==> src/rtl/fc_seq_pkg.sv <==
// Shared types and helpers for the FC layer sequencer:
// FSM state encoding, data width and per-layer region base computation.
package fc_seq_pkg;

  localparam int DATA_W = 16;

  typedef enum logic [1:0] {
    IDLE    = 2'd0,
    RUN     = 2'd1,
    RELEASE = 2'd2,
    DONE    = 2'd3
  } seq_state_e;

  // Base address of memory region k; the caller truncates to its address width.
  function automatic logic [31:0] region_base(input int unsigned k, input int unsigned words);
    return k * words;
  endfunction

endpackage

==> src/rtl/fc_layer_sequencer_if.sv <==
// Bundle of control, engine-side and memory-side signals of the FC layer sequencer.
// master: the sequencer itself; slave: the surrounding control/engines/memory.
interface fc_layer_sequencer_if #(
  parameter int NUM_LAYERS = 3,
  parameter int ADDR_W     = 16
);
  import fc_seq_pkg::*;

  // top-level control
  logic                         start;
  logic                         abort;
  // engine side
  logic [NUM_LAYERS-1:0]        eng_layer_end;
  logic [NUM_LAYERS-1:0]        eng_com_end;
  logic [NUM_LAYERS-1:0]        eng_we;
  logic [NUM_LAYERS*ADDR_W-1:0] eng_addr;
  logic [NUM_LAYERS*DATA_W-1:0] eng_out;
  logic [NUM_LAYERS-1:0]        eng_en;
  // shared memory port
  logic                         mem_we;
  logic [ADDR_W-1:0]            mem_addr;
  logic [DATA_W-1:0]            mem_wdata;
  // status
  logic [2:0]                   cur_layer;
  logic                         busy;
  logic                         done;
  logic                         error;
  logic [NUM_LAYERS-1:0]        com_end_sts;

  modport master (
    input  start, abort, eng_layer_end, eng_com_end, eng_we, eng_addr, eng_out,
    output eng_en, mem_we, mem_addr, mem_wdata, cur_layer, busy, done, error, com_end_sts
  );

  modport slave (
    output start, abort, eng_layer_end, eng_com_end, eng_we, eng_addr, eng_out,
    input  eng_en, mem_we, mem_addr, mem_wdata, cur_layer, busy, done, error, com_end_sts
  );

endinterface

==> src/rtl/fc_port_mux.sv <==
// Selects the active engine's memory port by layer index and relocates its
// local address: reads come from region k, writes land in region k+1.
module fc_port_mux
  import fc_seq_pkg::*;
#(
  parameter int NUM_LAYERS   = 3,
  parameter int REGION_WORDS = 1024,
  parameter int ADDR_W       = 16
) (
  input  logic [2:0]                   sel_i,
  input  logic [NUM_LAYERS-1:0]        we_i,
  input  logic [NUM_LAYERS-1:0]        end_i,
  input  logic [NUM_LAYERS*ADDR_W-1:0] addr_i,
  input  logic [NUM_LAYERS*DATA_W-1:0] out_i,
  output logic                         we_o,
  output logic                         end_o,
  output logic [ADDR_W-1:0]            addr_o,
  output logic [DATA_W-1:0]            wdata_o
);

  // Combinational select; the relocated sum wraps silently at ADDR_W bits.
  always_comb begin
    logic [31:0] base;
    base    = '0;
    we_o    = 1'b0;
    end_o   = 1'b0;
    addr_o  = '0;
    wdata_o = '0;
    for (int k = 0; k < NUM_LAYERS; k++) begin
      if (sel_i == 3'(k)) begin
        base    = region_base(we_i[k] ? k + 1 : k, REGION_WORDS);
        we_o    = we_i[k];
        end_o   = end_i[k];
        addr_o  = addr_i[k*ADDR_W +: ADDR_W] + base[ADDR_W-1:0];
        wdata_o = out_i[k*DATA_W +: DATA_W];
      end
    end
  end

endmodule

==> src/rtl/fc_layer_sequencer.sv <==
// Runs a chain of FC layer engines one at a time over a shared single-port
// memory: enables one engine, routes its port, inserts one dead cycle between
// layers and pulses done after the last one. Abort returns to IDLE with error.
// Optional build macro FC_SEQ_WATCHDOG_EN adds a per-layer RUN timeout that
// behaves like an abort.
module fc_layer_sequencer
  import fc_seq_pkg::*;
#(
  parameter int NUM_LAYERS   = 3,
  parameter int REGION_WORDS = 1024,
  parameter int ADDR_W       = 16,
  parameter int TIMEOUT_CYC  = 65535
) (
  input logic                 clk,
  input logic                 reset_n,
  fc_layer_sequencer_if.master bus
);

  seq_state_e              state_q;
  logic [NUM_LAYERS-1:0]   eng_en_q;
  logic [NUM_LAYERS-1:0]   com_end_q;
  logic [2:0]              cur_layer_q;
  logic                    busy_q;
  logic                    done_q;
  logic                    error_q;

  logic                    sel_we;
  logic                    sel_end;
  logic [ADDR_W-1:0]       sel_addr;
  logic [DATA_W-1:0]       sel_wdata;
  logic                    run;
  logic                    last_layer;
  logic                    wd_expire;

  fc_port_mux #(
    .NUM_LAYERS  (NUM_LAYERS),
    .REGION_WORDS(REGION_WORDS),
    .ADDR_W      (ADDR_W)
  ) u_port_mux (
    .sel_i  (cur_layer_q),
    .we_i   (bus.eng_we),
    .end_i  (bus.eng_layer_end),
    .addr_i (bus.eng_addr),
    .out_i  (bus.eng_out),
    .we_o   (sel_we),
    .end_o  (sel_end),
    .addr_o (sel_addr),
    .wdata_o(sel_wdata)
  );

  assign run        = (state_q == RUN);
  assign last_layer = (cur_layer_q == 3'(NUM_LAYERS - 1));

`ifdef FC_SEQ_WATCHDOG_EN
  localparam int WD_W = $clog2(TIMEOUT_CYC + 1);
  logic [WD_W-1:0] wd_q;

  assign wd_expire = run && (wd_q == WD_W'(TIMEOUT_CYC - 1));

  // Per-layer RUN cycle counter; held at zero outside RUN so each layer starts fresh.
  always_ff @(posedge clk or negedge reset_n) begin
    if (!reset_n)  wd_q <= '0;
    else if (!run) wd_q <= '0;
    else           wd_q <= wd_q + WD_W'(1);
  end
`else
  assign wd_expire = 1'b0;
`endif

  // Sequencing FSM with registered enables and status flags.
  always_ff @(posedge clk or negedge reset_n) begin
    if (!reset_n) begin
      state_q     <= IDLE;
      eng_en_q    <= '0;
      com_end_q   <= '0;
      cur_layer_q <= '0;
      busy_q      <= 1'b0;
      done_q      <= 1'b0;
      error_q     <= 1'b0;
    end else begin
      done_q <= 1'b0;
      case (state_q)
        IDLE: begin
          if (bus.start) begin
            state_q     <= RUN;
            cur_layer_q <= '0;
            eng_en_q    <= NUM_LAYERS'(1);
            busy_q      <= 1'b1;
            error_q     <= 1'b0;
            com_end_q   <= '0;
          end
        end
        RUN: begin
          com_end_q <= com_end_q | (bus.eng_com_end & eng_en_q);
          if (bus.abort || wd_expire) begin
            state_q  <= IDLE;
            eng_en_q <= '0;
            busy_q   <= 1'b0;
            error_q  <= 1'b1;
          end else if (sel_end) begin
            state_q  <= RELEASE;
            eng_en_q <= '0;
          end
        end
        RELEASE: begin
          if (bus.abort) begin
            state_q <= IDLE;
            busy_q  <= 1'b0;
            error_q <= 1'b1;
          end else if (last_layer) begin
            state_q <= DONE;
            done_q  <= 1'b1;
          end else begin
            state_q     <= RUN;
            cur_layer_q <= cur_layer_q + 3'd1;
            eng_en_q    <= NUM_LAYERS'(1) << (cur_layer_q + 3'd1);
          end
        end
        DONE: begin
          state_q <= IDLE;
          busy_q  <= 1'b0;
        end
        default: state_q <= IDLE;
      endcase
    end
  end

  // Memory port is live only in RUN; all other states park it at zero.
  assign bus.mem_we      = run & sel_we;
  assign bus.mem_addr    = run ? sel_addr : '0;
  assign bus.mem_wdata   = run ? sel_wdata : '0;
  assign bus.eng_en      = eng_en_q;
  assign bus.cur_layer   = cur_layer_q;
  assign bus.busy        = busy_q;
  assign bus.done        = done_q;
  assign bus.error       = error_q;
  assign bus.com_end_sts = com_end_q;

endmodule

==> src/flat_wrapper.sv <==
// flat-port wrapper written by rule: the top's interface ports become plain ports
module fc_layer_sequencer_flat import fc_seq_pkg::*;
#(
  parameter int NUM_LAYERS   = 3,
  parameter int REGION_WORDS = 1024,
  parameter int ADDR_W       = 16,
  parameter int TIMEOUT_CYC  = 65535
)
  (clk, reset_n, bus_start, bus_abort, bus_eng_layer_end, bus_eng_com_end, bus_eng_we, bus_eng_addr, bus_eng_out, bus_eng_en, bus_mem_we, bus_mem_addr, bus_mem_wdata, bus_cur_layer, bus_busy, bus_done, bus_error, bus_com_end_sts);
  fc_layer_sequencer_if #(.NUM_LAYERS(NUM_LAYERS), .ADDR_W(ADDR_W)) bus_i ();
  input logic clk;
  input logic reset_n;
  input wire logic [$bits(bus_i.start)-1:0] bus_start;
  input wire logic [$bits(bus_i.abort)-1:0] bus_abort;
  input wire logic [$bits(bus_i.eng_layer_end)-1:0] bus_eng_layer_end;
  input wire logic [$bits(bus_i.eng_com_end)-1:0] bus_eng_com_end;
  input wire logic [$bits(bus_i.eng_we)-1:0] bus_eng_we;
  input wire logic [$bits(bus_i.eng_addr)-1:0] bus_eng_addr;
  input wire logic [$bits(bus_i.eng_out)-1:0] bus_eng_out;
  output wire logic [$bits(bus_i.eng_en)-1:0] bus_eng_en;
  output wire logic [$bits(bus_i.mem_we)-1:0] bus_mem_we;
  output wire logic [$bits(bus_i.mem_addr)-1:0] bus_mem_addr;
  output wire logic [$bits(bus_i.mem_wdata)-1:0] bus_mem_wdata;
  output wire logic [$bits(bus_i.cur_layer)-1:0] bus_cur_layer;
  output wire logic [$bits(bus_i.busy)-1:0] bus_busy;
  output wire logic [$bits(bus_i.done)-1:0] bus_done;
  output wire logic [$bits(bus_i.error)-1:0] bus_error;
  output wire logic [$bits(bus_i.com_end_sts)-1:0] bus_com_end_sts;
  assign bus_i.start = bus_start;
  assign bus_i.abort = bus_abort;
  assign bus_i.eng_layer_end = bus_eng_layer_end;
  assign bus_i.eng_com_end = bus_eng_com_end;
  assign bus_i.eng_we = bus_eng_we;
  assign bus_i.eng_addr = bus_eng_addr;
  assign bus_i.eng_out = bus_eng_out;
  assign bus_eng_en = bus_i.eng_en;
  assign bus_mem_we = bus_i.mem_we;
  assign bus_mem_addr = bus_i.mem_addr;
  assign bus_mem_wdata = bus_i.mem_wdata;
  assign bus_cur_layer = bus_i.cur_layer;
  assign bus_busy = bus_i.busy;
  assign bus_done = bus_i.done;
  assign bus_error = bus_i.error;
  assign bus_com_end_sts = bus_i.com_end_sts;
  fc_layer_sequencer #(.NUM_LAYERS(NUM_LAYERS), .REGION_WORDS(REGION_WORDS), .ADDR_W(ADDR_W), .TIMEOUT_CYC(TIMEOUT_CYC)) u_core (.clk(clk), .reset_n(reset_n), .bus(bus_i));
endmodule
==> config.mk <==
export PLATFORM = sky130hd
export DESIGN_NAME = fc_layer_sequencer_flat
export DESIGN_NICKNAME = d
export VERILOG_FILES = /design/src/rtl/fc_seq_pkg.sv /design/src/rtl/fc_layer_sequencer_if.sv /design/src/rtl/fc_port_mux.sv /design/src/rtl/fc_layer_sequencer.sv /design/src/flat_wrapper.sv
export SDC_FILE = /design/constraint.sdc
export NUM_CORES = 1
export LEC_CHECK = 0
export ABC_CLOCK_PERIOD_IN_PS = 5700
export BUFFER_PORTS_ARGS = -buffer_cell sky130_fd_sc_hd__buf_2
export CAP_MARGIN = 30
export CORE_MARGIN = 2
export CORE_UTILIZATION = 42
export DETAILED_ROUTE_END_ITERATION = 16
export GPL_ROUTABILITY_DRIVEN = 0
export PLACE_DENSITY = 0.95
export SKIP_CTS_REPAIR_TIMING = 1
export SLEW_MARGIN = 20
export SYNTH_ARGS = -nofsm -noshare
export SYNTH_HDL_FRONTEND = slang
export SYNTH_SLANG_ARGS = --single-unit
==> constraint.sdc <==
create_clock -name clk -period 5.7 [get_ports clk]
set_input_delay 0.57 -clock clk [delete_from_list [all_inputs] [get_ports clk]]
set_output_delay 0.57 -clock clk [all_outputs]
set_load 0.02 [all_outputs]
# --- Word-level counts from Yosys, hierarchy flattened ---
# Cells that the tools add are included.
classes:
  add_sub_neg: 4
  eq_ne: 10
  n_shift: 1
  mux: 43
  bitwise_logic: 3
  reduce_logical: 13
ops:
  columns: ["op", "n"]
  rows:
  - ["two-way mux 16 bit", 8]
  - ["adder 16 x 12 -> 16 bit", 2]
  - ["two-way mux 3 bit", 8]
  - ["adder 16 x 11 -> 16 bit", 1]
  - ["two-way mux 1 bit", 15]
  - ["two-way mux 2 bit", 6]
  - ["one-hot mux 3 bit (2 select lines)", 2]
  - ["one-hot mux 3 bit (3 select lines)", 1]
  - ["one-hot mux 2 bit (4 select lines)", 1]
  - ["inequality test 2 bit, second input constant", 3]
  - ["AND reduction 2 bit", 3]
  - ["nonzero test 2 bit", 3]
  - ["AND reduction 5 bit", 1]
  - ["== test 2 bit, second input constant", 2]
  - ["AND reduction 4 bit", 1]
  - ["adder 3 x 1 -> 3 bit, second input constant", 1]
  - ["bitwise AND 3 bit", 1]
  - ["== test 3 x 1 -> 1 bit, second input constant", 1]
  - ["== test 3 x 2 -> 1 bit, second input constant", 1]
  - ["logical NOT 3 bit", 1]
  - ["inequality test 3 x 2 -> 1 bit, second input constant", 1]
  - ["OR 3 bit", 1]
  - ["one-hot mux 1 bit (3 select lines)", 1]
  - ["AND reduction 3 bit", 1]
  - ["8 further kinds", 8]
word_totals:
  register_bits: 14
  in_bits: 109
  elab_cells: 81

# --- Logic depth before layout (Yosys ltp) ---
# Gate-level depths: netlist (run 1).
logic_depth:
  ltp_word: 7
  depth_mapped: 7
  ltp_nobuf: 7

# --- Hierarchy ---
# Synthesis (run 1) repeated with hierarchy kept, for this count alone.
unflattened:
  hier_cells: 295
  hier_area_um2: 2158.3
modules_own_cells:
  columns: ["mod", "instances", "cells_each", "area_each_um2", "seq_area_each_um2"]
  rows:
  - ["fc_port_mux", 1, 186, 1151.1, 0.0]
  - ["fc_layer_sequencer", 1, 109, 1007.2, 350.3]

# --- Worst setup path after synthesis (run 1) ---
# OpenSTA, ideal clock, no wires.
synth_timing:
  path_kind: "reg-to-output"
  startpoint: "reg u_core.cur_layer_q[1] (netlist: u_core.bus.cur_layer[1])"
  endpoint: "out bus_mem_addr[13]"
  t_arrival_ns: 2.113
  required_time_ns: 5.130
  setup_slack_ns: 3.017
  stages_incl_launch_ff: 7
  path_cell_list: "dfrtp_1 > inv_1 > ha_1 > nor3b_2 > clkbuf_1 > a21oi_1 > a221oi_1"
synth_between:
  elab_chain_len: 5
  elab_cells_between_ends: 7
  cone_classes: "eq/ne (2); mux (4); reduce/logical (1)"
synth_rtl:
  columns: ["item", "line", "text"]
  rows:
  - ["from (decl)", "fc_layer_sequencer.sv:22", "logic [2:0] cur_layer_q;"]
  - ["from (signal assigned)", "fc_layer_sequencer.sv:115", "cur_layer_q <= cur_layer_q + 3'd1;"]
  - ["logical NOT 3 bit", "fc_port_mux.sv:30", "if (sel_i == 3'(k)) begin"]
  - ["two-way mux 16 bit (2 in a row)", "fc_port_mux.sv:30", null]
  - ["two-way mux 16 bit (*)", "fc_port_mux.sv:30", null]
  - ["two-way mux 16 bit (*)", "fc_layer_sequencer.sv:130", "assign bus.mem_addr = run ? sel_addr : '0;"]
  - ["to (decl)", "flat_wrapper.sv:22", "output wire logic [$bits(bus_i.mem_addr)-1:0] bus_mem_addr;"]
# Mark *: on every way between the ends. The rest lies on a longest branch, timed or not.

# --- Worst setup path after layout (run 1) ---
layout_timing:
  startpoint: "reg u_core.cur_layer_q[0] (netlist: u_core.bus.cur_layer[0])"
  endpoint: "out bus_mem_addr[13]"
# The elaborated chain is that of the path after synthesis.

==> results of run 1 <==
[worst max-delay path: stages, from the launching register on]
cell and delay (ns):
dfrtp_1 0.43, inv_1 0.11, ha_1 0.19, nor2b_2 0.62, buf_4 0.37, a21oi_1 0.06
a221oi_1 0.30, buf_2 0.22
[layout by cell type (no fill, tap or decap), types with 6 or more instances in the layout]
cell	count
a221oi_1	32
ha_1	15
o21ai_0	6
nor2_1	32
dfrtp_1	14
buf_2	153
a21oi_1	8
nor3_1	29
inv_1	12
[registers in the layout (all words and copies together), names as in the netlist]
name / flops
u_core.bus.eng_en: 3
u_core.bus.error: 1
u_core.bus.done: 1
u_core.state_q: 2
u_core.bus.com_end_sts: 3
u_core.bus.busy: 1
u_core.bus.cur_layer: 3
[where the power goes]
part / switching [mW] / leakage (nW) / internal [mW]
Sequential: 0.0228 / 0.186 / 0.126
Clock: 0.0374 / 0.0288 / 0.0614
Combinational: 0.548 / 1.22 / 0.349
Total: 0.608 / 1.43 / 0.537
[metal layers]
metal	wire length, microns	part of all wire [%]	GRT usage, %
met3	617	9.0	3.25
met4	68	0.99	8.75
met2	3540	52	48.1
met5	0	0	0
met1	2610	38	31.6
[cell families (layout without fill, tap and decap cells)]
logic type | after synthesis | in the layout | synth area share, %
DFF | 14 | 14 | 20.0
buffers and inverters | 30 | 174 | 6.72
and+or+nand+nor | 86 | 86 | 24.2
xor gates and xnor gates | 9 | 9 | 4.50
muxes | 4 | 4 | 2.57
adders and majority gates | 16 | 16 | 11.9
AOI/OAI and AO/OA | 68 | 68 | 30.2
[cell type report]
cell class,count,area share [%]
multi-input combinational,183,48.7
inverter,12,1.70
timing repair buffer,158,31.9
tap,50,2.36
sequential,14,13.2
clock buffer,4,2.08
[worst max path at each step]
stage / slack [ns] / depth (start not counted) / to
floorplan: 3.02 / 6 / bus_mem_addr[13]
global placement: 2.76 / 6 / bus_mem_wdata[0]
detailed placement: 2.69 / 6 / bus_mem_addr[13]
CTS: 2.40 / 6 / bus_mem_addr[13]
global route: 2.39 / 7 / bus_mem_addr[13]
finish: 2.58 / 7 / bus_mem_addr[13]
[stage by stage]
step,instances,worst slack [ns]
2_1_floorplan,227,3.02
3_3_place_gp,413,2.76
3_5_place_dp,415,2.69
4_1_cts,419,2.40
5_1_grt,421,2.39
6_report,421,2.58
==> qor.yml, run 1 <==
drv_slew: 0
syn_nets: 352
wl_microns: 6840
die_y_microns: 68.6
rrSetupSlack_ns: 3.13
core_area_sq_mm: 0.00400
multi_input_area_sq_mm: 0.00129
netlist_instances: 227
diodes: 0
yosysUniqueCellTypes: 39
final_core_util_pct: 66.2
period_needed_ns: 3.12
synth_common_cells: "32 x a221oi_1, 32 x nor2_1, 29 x nor3_1"
fin_total_pwr_mw: 1.15
cts.sinks: 14
r2r-end: "u_core.bus.eng_en[1]"
finalHoldViolations: 0
worstMarginPinSlew_ns: 0.716
timing.critical_path.from: "u_core.bus.cur_layer[0]"
numCtsBuffers: 3
synthArstFlopShare_pct: 100
route.detailed.drc: 0
fin_skew_ns: 0.00260
initial_utilization_pct: 43.8
synth_enable_flop_cells: 0
synthToLayoutAreaGrowth_pct: 51.4
dpl.hpwl_microns: 5310
antenna_found_initial: 0
power_leakage_nw: 1.43
yosysSeqAreaShare_pct: 20.0
status: "complete, no violations"
cap_violations: 0
ant_nets: 0
design.die.area_sq_mm: 0.00470
slew_headroom_pct: 52.1
final_layout_size_suffix_gt1_share_pct: 45.8
power.density_mw_per_mm2: 432
io_pins: 154
fillerInstances: 349
critPathLaunchType: "register"
worst-r2r-cell-count: 7
num_rows: 23
worst_ep_arrival_time_ns: 2.55
vias: 2399
netlist.area_leader.share_pct: 20.0
die_w_microns: 68.6
crit_fanout: 22
ys.flop_type: "dfrtp_1"
drt_iter0_markers: 172
setup_viol: 0
rsz0062_at_grt: "false"
cts_htree_levels: 1
dr.pass1.iters: 4
timing.hold.ws_ns: 0.206
clockBufferDepth: 2
grt_pass1_wl_microns: 9450
cts_tree: "yes"
grt_max_degree: 34
io_buffers: 153
fin_crit_sh_pct: 54.7
synth_top_cell_by_area: "dfrtp_1"
end_kind: "output pin"
fmax_ghz: 0.321
finalNetCount: 497
r2r-start: "u_core.bus.cur_layer[0]"
place_area_sq_mm: 0.00256
final_cell_area_sq_mm: 0.00265
insertion_delay_ns: 0.25
cts-root-buf: "clkbuf_8"
ir_worst_vdd_mv: 0.242
grt_pass1_vias: 2113
syn-cell-area_sq_mm: 0.00175
ys_ff_latch: 14
viasPerCell: 5.70
path_clk_slew_ns: 0.06
wl_per_cell_microns: 16.2
finalSetupTns_ns: 0
regArea_sq_um: 350
hp-class: "in2async"
critical_path_class: "reg2out"
required_ns: 5.13
globalRouteOverflowTotal: 0
ys_warn_count: 0
synth_area_per_cell_sq_um: 7.71
track_usage_pct: 26.3
synthTopCellsByArea: "dfrtp_1 20%, a221oi_1 16%, ha_1 11%"
(Power assumes the default switching activity.)
==> inputs of run 2 (changes only) <==
Settings changed: ABC_CLOCK_PERIOD_IN_PS 5700 to 2760, CORE_UTILIZATION 42 to 35, PLACE_DENSITY 0.95 to 0.89.
Clock period 5.7 ns to 2.76 ns, I/O delays scaled along.
==> qor.yml, run 2 (same netlist as run 1, synthesis figures left out) <==
hp-class: "in2reg"
clockBufferDepth: 2
period_needed_ns: 2.57
die_w_microns: 74.7
cts-root-buf: "clkbuf_8"
slew_headroom_pct: 62.6
wl_per_cell_microns: 14.3
end_kind: "output pin"
final_layout_size_suffix_gt1_share_pct: 46.0
finalNonFillerCells: 441
power_leakage_nw: 1.43
rsz0062_at_grt: "false"
whs_path_depth: 3
netSwitchingFraction_pct: 53.9
timing.hold.ws_ns: 0.307
diodes: 0
grt_pass1_vias: 2066
numCtsBuffers: 3
pwr-share-clk_pct: 7.3
dpl.hpwl_microns: 5150
cts_tree: "yes"
min_from: "bus_eng_com_end[1]"
track_usage_pct: 21.0
crit_chain: "inv_1 > ha_1 > or4b_1 > or3_1 > nand3_1 > o221a_2 > buf_2"
final_core_util_pct: 55.3
wl_microns: 6320
final_cell_area_sq_mm: 0.00265
cts.sinks: 14
r2r-start: "u_core.bus.cur_layer[1]"
max_stage_delay_ns: 0.51
io_pins: 154
fmax_ghz: 0.390
num_rows: 25
path_clk_slew_ns: 0.05
critPathLaunchType: "register"
internal_power_mw: 1.06
io_buffers: 153
holdPathEnd: "u_core.bus.com_end_sts[1]"
ir_worst_vdd_mv: 0.558
critical_path_class: "reg2out"
worstMarginPinSlew_ns: 0.560
r2r-end: "u_core.state_q[1]"
initial_utilization_pct: 36.6
fin_total_pwr_mw: 2.30
power.density_mw_per_mm2: 868
worst-r2r-cell-count: 6
setup_viol: 0
finalHoldViolations: 0
finalSetupTns_ns: 0
cap_violations: 0
final_common_cell: "buf_2"
core_area_sq_mm: 0.00479
die_y_microns: 74.7
place_area_sq_mm: 0.00260
rrSetupSlack_ns: 0.64
seq_power_share_pct: 13.5
fin_skew_ns: 0.00139
crit_fanout: 6
p_sw_mw: 1.24
layout_common_cells: "153 x buf_2, 32 x nor2_1, 32 x a221oi_1"
ant_nets: 0
insertion_delay_ns: 0.25
fin_crit_sh_pct: 92.9
status: "complete, no violations"
finalWorstSetupSlack_ns: 0.195
vias: 2380
p_comb_share_pct: 79.2
grt_max_degree: 33
viasPerCell: 5.40
required_ns: 2.48
grt_pass1_wl_microns: 9230
dr.pass1.iters: 4
synthToLayoutAreaGrowth_pct: 51.3
place_ws_ns: 0.460
antenna_found_initial: 0
globalRouteOverflowTotal: 0
finalNetCount: 501
cts_htree_levels: 1
route.detailed.drc: 0
design.die.area_sq_mm: 0.00558
drt_iter0_markers: 85
drv_slew: 0
cp_slowest_cell: "or4b_1"
dp_cells: 437
worst_ep_arrival_time_ns: 2.29
[run 2: cell count changes in the layout (fill, tap and decap cells not counted), sizes merged]
cell         previous run  this run
clkbuf                  4         3
dlygate4sd3             0         1
buf                   158       161
[run 2: power by group through the flow]
stage,clock network (mW),logic (mW),registers [mW]
2_1_floorplan,0,1.20,0.347
3_3_place_gp,0,1.78,0.304
3_5_place_dp,0,1.82,0.311
4_1_cts,0.172,1.83,0.309
5_1_grt,0.184,1.99,0.315
6_report,0.168,1.82,0.311
[run 2: cell type report]
class | count | area [sq um]
fill | 460 | 2140
multi-input combinational | 183 | 1290
timing repair buffer | 162 | 836
sequential | 14 | 350
tap | 67 | 83.8
inverter | 12 | 45.0
clock buffer | 3 | 41.3
[run 2: worst max-delay path: cells and delay by family (launching register included)]
kind,cells,cell delay [ns]
AND/OR/NAND/NOR,3,0.91
flip-flops,1,0.42
adder cells (fa/ha/maj),1,0.26
AO/OA/AOI/OAI,1,0.20
buffers and inverters,2,0.25
[run 2: worst max path at each step]
stage	slack [ns]	endpoint	startpoint
CTS	0.19	bus_mem_addr[15]	u_core.bus.cur_layer[1]
floorplan	0.37	bus_mem_addr[13]	u_core.bus.cur_layer[1]
global placement	0.52	bus_mem_addr[15]	u_core.bus.cur_layer[1]
finish	0.19	bus_mem_addr[15]	u_core.bus.cur_layer[1]
global route	0.09	bus_mem_addr[15]	u_core.bus.cur_layer[1]
detailed placement	0.46	bus_mem_addr[15]	u_core.bus.cur_layer[1]
[run 2: routing by layer]
layer  share of wire [%]  wire (microns)  vias to the layer above  track usage, %
li1                    -               -                     1165               -
met1                  39            2490                     1089            25.5
met2                  51            3200                      109            38.4
met3                 7.4             465                       17            1.87
met4                 2.5             157                        0            7.54
met5                   0               0                        -               0
==> inputs of run 3 (changes only) <==
Settings changed: ABC_CLOCK_PERIOD_IN_PS 2760 to 3200, CORE_UTILIZATION 35 to 42, PLACE_DENSITY 0.89 to 0.95, TNS_END_PERCENT from default to 100.
Clock period 2.76 ns to 3.2 ns, I/O delays scaled along.
==> qor.yml, run 3 (same netlist as run 1, synthesis figures left out) <==
finalSetupTns_ns: 0
worst_ep_arrival_time_ns: 2.42
period_needed_ns: 2.74
regArea_sq_um: 350
clockBufferDepth: 2
design.die.area_sq_mm: 0.00470
crit_fanout: 19
path_clk_slew_ns: 0.06
fin_total_pwr_mw: 2.00
numCtsBuffers: 3
final_layout_size_suffix_gt1_share_pct: 45.8
viasPerCell: 5.73
hp-class: "in2reg"
rsz0062_at_grt: "false"
required_ns: 2.88
route.detailed.drc: 0
vias: 2425
dr.pass1.iters: 5
grt_pass1_vias: 2091
ant_nets: 0
r2r-start: "u_core.bus.cur_layer[0]"
num_rows: 23
crit_path_end: "bus_mem_wdata[12]"
worst-r2r-cell-count: 7
timing.critical_path.from: "u_core.bus.cur_layer[1]"
track_usage_pct: 25.4
drv_slew: 0
multi_input_area_sq_mm: 0.00129
initial_utilization_pct: 43.8
die_w_microns: 68.6
diodes: 0
rrSetupSlack_ns: 0.96
power_leakage_nw: 1.42
cts.sinks: 14
timing.hold.ws_ns: 0.341
worstMarginPinSlew_ns: 0.601
cap_violations: 0
fin_crit_sh_pct: 85.6
cts_tree: "yes"
r2r-end: "u_core.bus.eng_en[2]"
slew_headroom_pct: 59.9
critical_path_class: "reg2out"
die_y_microns: 68.6
cts_htree_levels: 1
critPathLaunchType: "register"
fmax_ghz: 0.365
wl_per_cell_microns: 15.5
insertion_delay_ns: 0.25
finalNetCount: 499
power.density_mw_per_mm2: 760
globalRouteOverflowTotal: 0
io_buffers: 153
drt_iter0_markers: 135
ir_worst_vdd_mv: 0.461
core_area_sq_mm: 0.00400
grt_max_degree: 33
status: "complete, no violations"
finalHoldViolations: 0
end_kind: "output pin"
fillerInstances: 368
antenna_found_initial: 0
io_pins: 154
whs_path_depth: 3
cts-root-buf: "clkbuf_8"
wl_microns: 6560
layout_common_cells: "153 x buf_2, 32 x nor2_1, 32 x a221oi_1"
dpl.hpwl_microns: 5220
synthToLayoutAreaGrowth_pct: 50.0
fin_skew_ns: 0.00315
grt_pass1_wl_microns: 9080
setup_viol: 0
final_common_cell: "buf_2"
==> run 3: routing by layer <==
metal / part of all wire (%) / global-route usage [%]
met5: 0 / 0
met4: 2.0 / 10.0
met3: 9.8 / 3.90
met2: 50 / 46.3
met1: 38 / 29.4
==> run 3: critical path, cell delays in order (launching register included) <==
cell      delay [ns]
dfrtp_1         0.42
inv_1           0.08
ha_1            0.26
nor3b_4         0.53
buf_4           0.33
a221oi_1        0.12
nor3_1          0.20
buf_2           0.21
==> run 3: stage by stage <==
step | setup slack [ns] | std cells | utilization (%) | cell area (sq um)
global route | 0.266 | 423 | 65.6 | 2630
detailed placement | 0.766 | 418 | 64.0 | 2560
global placement | 0.810 | 418 | 64.0 | 2560
floorplan | 0.767 | 227 | - | 1750
CTS | 0.479 | 422 | 65.4 | 2620
finish | 0.461 | 423 | 65.6 | 2630
==> run 3: cell type report <==
| cell class | instances | share of cell area [%] |
|---|---|---|
| sequential | 14 | 13.3 |
| multi-input combinational | 183 | 49.2 |
| inverter | 12 | 1.72 |
| timing repair buffer | 160 | 31.3 |
| clock buffer | 4 | 2.10 |
| tap | 50 | 2.38 |
==> run 3: power breakdown <==
part | switching (mW) | leakage (nW) | internal (mW)
sequential | 0.0420 | 0.186 | 0.225
combinational | 0.961 | 1.21 | 0.591
clock | 0.0671 | 0.0288 | 0.109
==> run 3: worst min path at each step <==
stage,slack [ns],end,from
after global routing,0.37,u_core.bus.com_end_sts[0],bus_eng_com_end[0]
after global placement,0.23,u_core.bus.error,reset_n
after detailed placement,0.24,u_core.bus.error,reset_n
after floorplan,0.02,u_core.bus.busy,reset_n
final,0.34,u_core.bus.com_end_sts[0],bus_eng_com_end[0]
after CTS,-0.04,u_core.bus.cur_layer[1],reset_n
